`config.mk`:
```
export PLATFORM = sky130hd
export DESIGN_NAME = stream_tx_ctrl
export DESIGN_NICKNAME = d
export VERILOG_FILES = /design/src/rtl/stream_pkg.sv /design/src/rtl/stream_tx_buffer.sv /design/src/rtl/stream_tx_ctrl.sv
export SDC_FILE = /design/constraint.sdc
export NUM_CORES = 1
export LEC_CHECK = 0
export ABC_AREA = 1
export CORE_ASPECT_RATIO = 1.2
export CORE_MARGIN = 5
export CORE_UTILIZATION = 30
export CTS_CLUSTER_SIZE = 20
export DETAILED_ROUTE_END_ITERATION = 16
export GPL_TIMING_DRIVEN = 0
export PLACE_DENSITY = 0.62
export SETUP_SLACK_MARGIN = 0.02
export SLEW_MARGIN = 10
export SYNTH_ARGS = -nofsm -noshare
export SYNTH_HDL_FRONTEND = slang
export SYNTH_SLANG_ARGS = --single-unit
```
`constraint.sdc`:
```
create_clock -name clk -period 5.05 [get_ports clk]
set_input_delay 1.515 -clock clk [delete_from_list [all_inputs] [get_ports clk]]
set_output_delay 1.515 -clock clk [all_outputs]
set_load 0.01 [all_outputs]
```
`src/rtl/stream_pkg.sv`:
```
// Shared encodings for the stream transmit controller and its output buffer.
package stream_pkg;
  typedef enum logic [0:0] {
    ST_IDLE = 1'b0,
    ST_RUN  = 1'b1
  } state_t;

  localparam int OCC_W = 2;
  localparam logic [OCC_W-1:0] OCC_FULL = 2'd2;
endpackage

```
`src/rtl/stream_tx_buffer.sv`:
```
// Two-entry main/skid output buffer; accepted word is visible on out_data one cycle later.
// Backpressure: room_next is registered upstream; out_valid/out_data hold while stalled.
module stream_tx_buffer
  import stream_pkg::*;
#(
  parameter int DATA_W = 32
) (
  input  logic              clk,
  input  logic              rst,
  input  logic              accept,
  input  logic              transfer,
  input  logic [DATA_W-1:0] push_data,
  output logic              room_next,
  output logic              out_valid,
  output logic [DATA_W-1:0] out_data
);

  logic [OCC_W-1:0]  occ;
  logic [OCC_W-1:0]  occ_next;
  logic [DATA_W-1:0] skid;

  always_comb begin
    occ_next = occ;
    case (occ)
      2'd0: if (accept) occ_next = 2'd1;
      2'd1: begin
        if (accept && !transfer)      occ_next = 2'd2;
        else if (!accept && transfer) occ_next = 2'd0;
      end
      2'd2: if (transfer) occ_next = 2'd1;
      default: occ_next = occ;
    endcase
    room_next = (occ_next < OCC_FULL);
  end

  always_ff @(posedge clk) begin
    if (rst) begin
      occ       <= '0;
      out_valid <= 1'b0;
      out_data  <= '0;
      skid      <= '0;
    end else begin
      occ       <= occ_next;
      out_valid <= (occ_next != '0);
      // A word lands in main when main is empty or being drained this cycle.
      if (accept && (occ == 2'd0 || (occ == 2'd1 && transfer)))
        out_data <= push_data;
      else if (occ == 2'd2 && transfer)
        out_data <= skid;
      if (accept && occ == 2'd1 && !transfer)
        skid <= push_data;
    end
  end

endmodule

```
`src/rtl/stream_tx_ctrl.sv`:
```
// Emits exactly `length` words from the push interface, then pulses done; 1-cycle push-to-valid.
// Backpressure: push_ready is registered and drops when the 2-entry buffer would fill.
module stream_tx_ctrl
  import stream_pkg::*;
#(
  parameter int DATA_W = 32,
  parameter int LEN_W  = 16
) (
  input  logic              clk,
  input  logic              rst,
  input  logic              run,
  input  logic [LEN_W-1:0]  length,
  input  logic              push,
  input  logic [DATA_W-1:0] push_data,
  output logic              push_ready,
  output logic              out_valid,
  output logic [DATA_W-1:0] out_data,
  input  logic              out_ready,
  output logic              out_transfer,
  output logic              busy,
  output logic              done
);

  state_t           state_q, state_next;
  logic [LEN_W-1:0] len_q, len_next;
  logic [LEN_W-1:0] accept_cnt, accept_cnt_next;
  logic [LEN_W-1:0] emit_cnt, emit_cnt_next;
  logic             start, zero_run, accept, transfer, room_next;
  logic             push_ready_next, done_next;

  stream_tx_buffer #(.DATA_W(DATA_W)) u_buf (
    .clk       (clk),
    .rst       (rst),
    .accept    (accept),
    .transfer  (transfer),
    .push_data (push_data),
    .room_next (room_next),
    .out_valid (out_valid),
    .out_data  (out_data)
  );

  assign out_transfer = transfer;

  always_comb begin
    start           = (state_q == ST_IDLE) && run && (length != '0);
    zero_run        = (state_q == ST_IDLE) && run && (length == '0);
    accept          = push && push_ready;
    transfer        = out_valid && out_ready;
    len_next        = start ? length : len_q;
    accept_cnt_next = start ? '0 : accept_cnt + {{(LEN_W-1){1'b0}}, accept};
    emit_cnt_next   = start ? '0 : emit_cnt + {{(LEN_W-1){1'b0}}, transfer};
    state_next      = state_q;
    if (start)
      state_next = ST_RUN;
    else if (state_q == ST_RUN && emit_cnt_next == len_q)
      state_next = ST_IDLE;
    push_ready_next = (state_next == ST_RUN) && room_next && (accept_cnt_next < len_next);
    done_next       = zero_run || (state_q == ST_RUN && state_next == ST_IDLE);
  end

  always_ff @(posedge clk) begin
    if (rst) begin
      state_q    <= ST_IDLE;
      len_q      <= '0;
      accept_cnt <= '0;
      emit_cnt   <= '0;
      push_ready <= 1'b0;
      busy       <= 1'b0;
      done       <= 1'b0;
    end else begin
      state_q    <= state_next;
      len_q      <= len_next;
      accept_cnt <= accept_cnt_next;
      emit_cnt   <= emit_cnt_next;
      push_ready <= push_ready_next;
      busy       <= (state_next == ST_RUN);
      done       <= done_next;
    end
  end

endmodule

```
======== Yosys cells after proc, flatten, opt, wreduce, memory -nomap -nowiden ========
Cells that the tools add are included.
storage, ports and cells
  word-level logic and storage cells ...... 56
  bits in registers ....................... 118
  input bits .............................. 53
operators by class
  magnitude comparators ................... 2
  reduce and logical (&&, ||, !) cells .... 25
  eq/ne operators ......................... 3
  bitwise logic cells ..................... 2
  add/subtract/negate cells ............... 2
  multiplexer cells ....................... 12
operators by type and width
  operator                                             count
  2-to-1 mux 32 bit                                    2
  2-to-1 mux 16 bit                                    3
  adder 16 x 1 -> 16 bit                               2
  equality test 16 bit                                 1
  logical AND 1 bit                                    16
  logical NOT 16 bit                                   1
  less-than comparator 16 bit                          1
  nonzero test 16 bit                                  1
  2-to-1 mux 2 bit                                     4
  case mux 2 bit (3 select lines)                      1
  nonzero test 2 bit                                   2
  equality test 2 x 1 -> 1 bit, second input constant  1
  equality test 2 bit, second input constant           1
  logical NOT 1 bit                                    2
  logical NOT 2 bit                                    1
  logical OR 1 bit                                     2
  less-than comparator 2 bit, second input constant    1
  2-to-1 mux 1 bit                                     2
  NOT 1 bit                                            2

======== Depth between registers and ports, before layout ========
  depth in word-level cells ............... 11
  mapped depth ............................ 20
  gate-level depth less buffers ........... 20

======== Cells and area by module ========
From an unflattened synthesis, not the netlist that was laid out.
second synthesis, totals
  cells, all modules ...................... 890
  area total of the unflattened synthesis .. 6,028.3 sq um
modules (own cells, without submodules)
  module            sequential area each (sq um)  instances  cells each  area an instance (sq um)
  stream_tx_ctrl    1,021.0                       1          483         3,133.0
  stream_tx_buffer  1,341.3                       1          407         2,895.3

======== Worst setup path after synthesis ========
No wires, ideal clock.
  path type ............................... input-to-reg
  start ................................... input push
  end ..................................... register push_ready
  data arrival time ....................... 3.565 ns
  path slack .............................. 1.420 ns
  stages .................................. 20
  library setup time ...................... 0.064 ns
  required time ........................... 4.986 ns
  cell sequence ........................... nand2_1 -> inv_1 -> ha_1 -> ha_1 -> nand2_2 -> nor2_4 -> nand2_2 -> nor2_4 -> nand3_2 -> o21ai_0 -> inv_1 -> nor3_1 -> ha_1 -> nand2_1 -> nor2_1 -> a211oi_1 -> o21ai_0 -> a31oi_1 -> nand2_1 -> nor2_1
on the way
  elaborated cells between the ends (all ways) .. 14
  classes of those cells .................. 1 x add/sub; 2 x order compare; 5 x mux; 6 x reduce/logical
RTL lines
  element                        RTL line              source
  from (decl)                    stream_tx_ctrl.sv:13  input logic push,
  logical AND 1 bit              stream_tx_ctrl.sv:47  accept = push && push_ready;
  adder 16 x 1 -> 16 bit         stream_tx_ctrl.sv:50  accept_cnt_next = start ? '0 : accept_cnt + {{(LEN_W-1){1'b0}}, accept};
  2-to-1 mux 16 bit              stream_tx_ctrl.sv:50
  named net accept_cnt_next[10]  stream_tx_ctrl.sv:26  logic [LEN_W-1:0] accept_cnt, accept_cnt_next;
  less-than comparator 16 bit    stream_tx_ctrl.sv:57  push_ready_next = (state_next == ST_RUN) && room_next && (accept_cnt_next < len_next);
  logical AND 1 bit              stream_tx_ctrl.sv:57
  to (signal assigned)           stream_tx_ctrl.sv:75  push_ready <= push_ready_next;
  to (decl)                      stream_tx_ctrl.sv:15  output logic push_ready,
The timed path passes the listed nets, and every way through them passes these cells.
A chain may end at the register's enable or synchronous reset.

======== Worst setup path in the final report ========
  start ................................... input out_ready
  end ..................................... output out_transfer
on the way
  longest elaborated chain between the ends .. 1
ends and longest elaborated chain
  element            RTL line              source
  from (decl)        stream_tx_ctrl.sv:18  input logic out_ready,
  logical AND 1 bit  stream_tx_ctrl.sv:48  transfer = out_valid && out_ready;
  to (decl)          stream_tx_ctrl.sv:19  output logic out_transfer,
No other way between the ends.

==> impl_metrics.yaml <==
placed_design:
  place_inst: 1192
  dp_hpwl_um: 11990
  place_ws_ns: 0.3465
  io_buffers: 88
  place_congestion: 0.8400
die:
  die_w_um: 136.9
  ios: 90
  start_util_pct: 30.61
  die-area_mm2: 0.02220
  rows: 55
  die_h_um: 162.2
  core_region_area_mm2: 0.01892
timing:
  finalWorstSetupSlack_ns: 0.7228
  hold_viol_final: 0
  grt_setup_unrepaired: "false"
  min_period_ns: 4.327
  post-route-period-util_pct: 85.69
  setup_tns_ns: 0
  fmax_ghz: 0.2311
  max-slew-margin-rel_pct: 63.37
  drv_slew: 0
  worstMarginPinSlew_ns: 0.5494
  fin_worst_skew_ns: 0.008259
  finalSetupViolCount: 0
logic_synthesis:
  synth.largest_area_cell: "dfxtp_1"
  synth_edf_count: 0
  synth-compound-area-share_pct: 11.64
  synth_top_family_by_area: "simple AND/OR/NAND/NOR gates"
  synth_warnings: 0
  synth_area_mm2: 0.005793
  synthAdderAreaFrac_pct: 4.104
  yosysTopAreaCellShare_pct: 40.78
  synthSimpleGateAreaFrac_pct: 34.77
  syn_avg_cell_area_um2: 6.831
  ys_async_sr_fraction_pct: 0
  synth_nets: 920
  ys_ff_latch: 118
  synthDistinctLibCells: 37
  ys_seq_area_share_pct: 40.78
  synth_area_leaders: "dfxtp_1 41%, nor2_1 14%, nand2_1 10%"
  synth_most_common_cell: "nor2_1"
  synth-xor-area-share_pct: 1.188
  syn-instance-count: 848
  synth_top_flop_cell: "dfxtp_1"
  muxShareOfSynthArea_pct: 0
  synth_top_cells_by_count: "209 x nor2_1, 158 x nand2_1, 118 x dfxtp_1"
clock_network:
  holdBufCountCts: 0
  clk_latency_ns: 0.42
  clk_pin_slew_ns: 0.05
  cts_root_buffer: "clkbuf_16"
  cts_buffers: 17
  cts_max_level: 4
  cts_tree: "done"
  cts.path.max_buffers: 2
  post-cts-setup-buffers: 0
  cts.sinks: 118
  ctsResizeCount: 0
routing:
  drt_wl_total_um: 15780
  top_layer: "met4"
  drc: 0
  wl_met2_um: 7578
  viasPerCell: 4.541
  drt-initial-drc-count: 194
  vias: 5558
  avgRoutedWirePerCell_um: 12.89
  wl_met1_um: 7092
  dr_wl_met3_um: 667
  drtAntennaViolNets: 0
  drt-pass1-iter-count: 4
grt:
  grt-ovfl-total: 0
  grt_pass1_wl_um: 26150
  grt_pass1_vias: 5507
  antenna_found_initial: 0
  grt_max_degree: 17
  grt_usage_pct: 14.73
cells_and_area:
  diodes: 0
  final_nets: 1027
  fin_cells: 1224
  area_growth_syn_to_layout_pct: 30.67
  layout-drive-gt1-share_pct: 6.818
worst_setup_path:
  startpoint_type: "input port"
  required_ns: 3.54
  arrival_ns: 2.81
  crit_fanout: 4
  path_cells: "clkdlybuf4s50_1 > nand2_1 > inv_1 > clkdlybuf4s50_1"
  critPathSlowestCell: "clkdlybuf4s50_1"
  cp_slowest_stage_delay_ns: 0.58
  worstSetupPathType: "in -> out"
  crit_top_cell: "clkdlybuf4s50_1"
  end_kind: "output port"
pwr:
  peakVddDrop_mv: 0.2252
  power_mw: 2.391
  power.density_mw_per_mm2: 315.9
  total_leakage_power_nw: 3.094
status:
  status: "finished clean"
worst_hold_path:
  hold_path.class: "reg -> reg"
job:
  cap_violations: 0
[per-layer routing]
metal / GRT usage [%] / vias to the layer above
li1: - / 2961
met1: 17.49 / 2461
met2: 25.02 / 107
met3: 3.563 / 29
met4: 6.579 / 0
met5: 0 / -
[placed cells by master, fill, tap and decap left out, types with 2 or more instances in the layout]
| cell | Yosys | routed |
|---|---|---|
| nand3_1 | 36 | 36 |
| nor3_1 | 13 | 13 |
| o21ai_0 | 81 | 81 |
| nor2_4 | 5 | 5 |
| buf_6 | 2 | 2 |
| clkinvlp_4 | 0 | 2 |
| clkinv_4 | 0 | 2 |
| clkinv_2 | 0 | 3 |
| buf_1 | 2 | 2 |
| buf_4 | 2 | 2 |
| ha_1 | 19 | 19 |
| clkbuf_16 | 0 | 17 |
| clkbuf_8 | 2 | 3 |
| nand2_2 | 6 | 6 |
| or2_2 | 3 | 3 |
| a21oi_1 | 45 | 45 |
| nor3_2 | 2 | 2 |
| inv_1 | 61 | 61 |
| bufinv_16 | 0 | 2 |
| nor2_2 | 6 | 6 |
| nand2_1 | 158 | 158 |
| and2_1 | 2 | 2 |
| nor2_1 | 209 | 209 |
| clkbuf_1 | 30 | 33 |
| inv_6 | 1 | 3 |
| inv_2 | 2 | 2 |
| clkdlybuf4s50_1 | 0 | 88 |
| nor4_1 | 9 | 9 |
| xor2_1 | 5 | 5 |
| a211oi_1 | 2 | 2 |
| dfxtp_1 | 118 | 118 |
| nand4_1 | 16 | 16 |
[worst max-delay path, delay by kind of cell]
kind                   cells  cell delay, ns
AND/OR/NAND/NOR            1            0.11
buffers and inverters      3            1.19
[sequential cells by signal, summed over array words and instances, names as in the netlist]
| signal | flops |
|---|---|
| push_ready | 1 |
| u_buf.out_data | 32 |
| state_q | 1 |
| accept_cnt | 16 |
| len_q | 16 |
| done | 1 |
| u_buf.occ | 2 |
| emit_cnt | 16 |
| u_buf.out_valid | 1 |
| u_buf.skid | 32 |
[power by group]
| part | switching (mW) | internal [mW] |
|---|---|---|
| Combinational | 0.144 | 0.103 |
| Sequential | 0.0127 | 0.956 |
| Clock | 0.436 | 0.740 |
| Total | 0.592 | 1.80 |
[metrics by stage]
| stage | cell area [µm²] | hold WS [ns] | util, % |
|---|---|---|---|
| 2_1_floorplan | 5793 | 0.4786 | - |
| 3_3_place_gp | 6994 | 0.4540 | 36.96 |
| 3_5_place_dp | 6994 | 0.4596 | 36.96 |
| 4_1_cts | 7570 | 0.4693 | 40.00 |
| 5_1_grt | 7570 | 0.4911 | 40.00 |
| 6_report | 7570 | 0.4659 | 40.00 |
[kinds of logic (layout without fill, tap and decap cells)]
group | Yosys count | after routing
buf+inv | 103 | 223
fa+ha+maj | 19 | 19
flops | 118 | 118
simple gates | 470 | 470
xor+xnor | 7 | 7
compound gates | 131 | 131
[path summary, 6_finish.rpt]
check | from | endpoint | slack (ns) | cells after the start
max | out_ready | out_transfer | 0.72 | 4
min reg2reg | u_buf.out_data[26] | u_buf.out_data[26] | 0.47 | 2
max reg2reg | push_ready | push_ready | 1.99 | 19
min | u_buf.out_data[26] | u_buf.out_data[26] | 0.47 | 2
[layout make-up]
| cell class | count | area [µm²] |
|---|---|---|
| Buffer | 39 | 190.2 |
| Clock buffer | 21 | 450.4 |
| Clock inverter | 11 | 125.1 |
| Fill cell | 1960 | 11350 |
| Inverter | 64 | 245.2 |
| Multi-Input combinational cell | 627 | 2995 |
| Sequential cell | 118 | 2362 |
| Tap cell | 256 | 320.3 |
| Timing Repair Buffer | 88 | 880.8 |
Note: power is estimated with default switching activity, not from simulation.
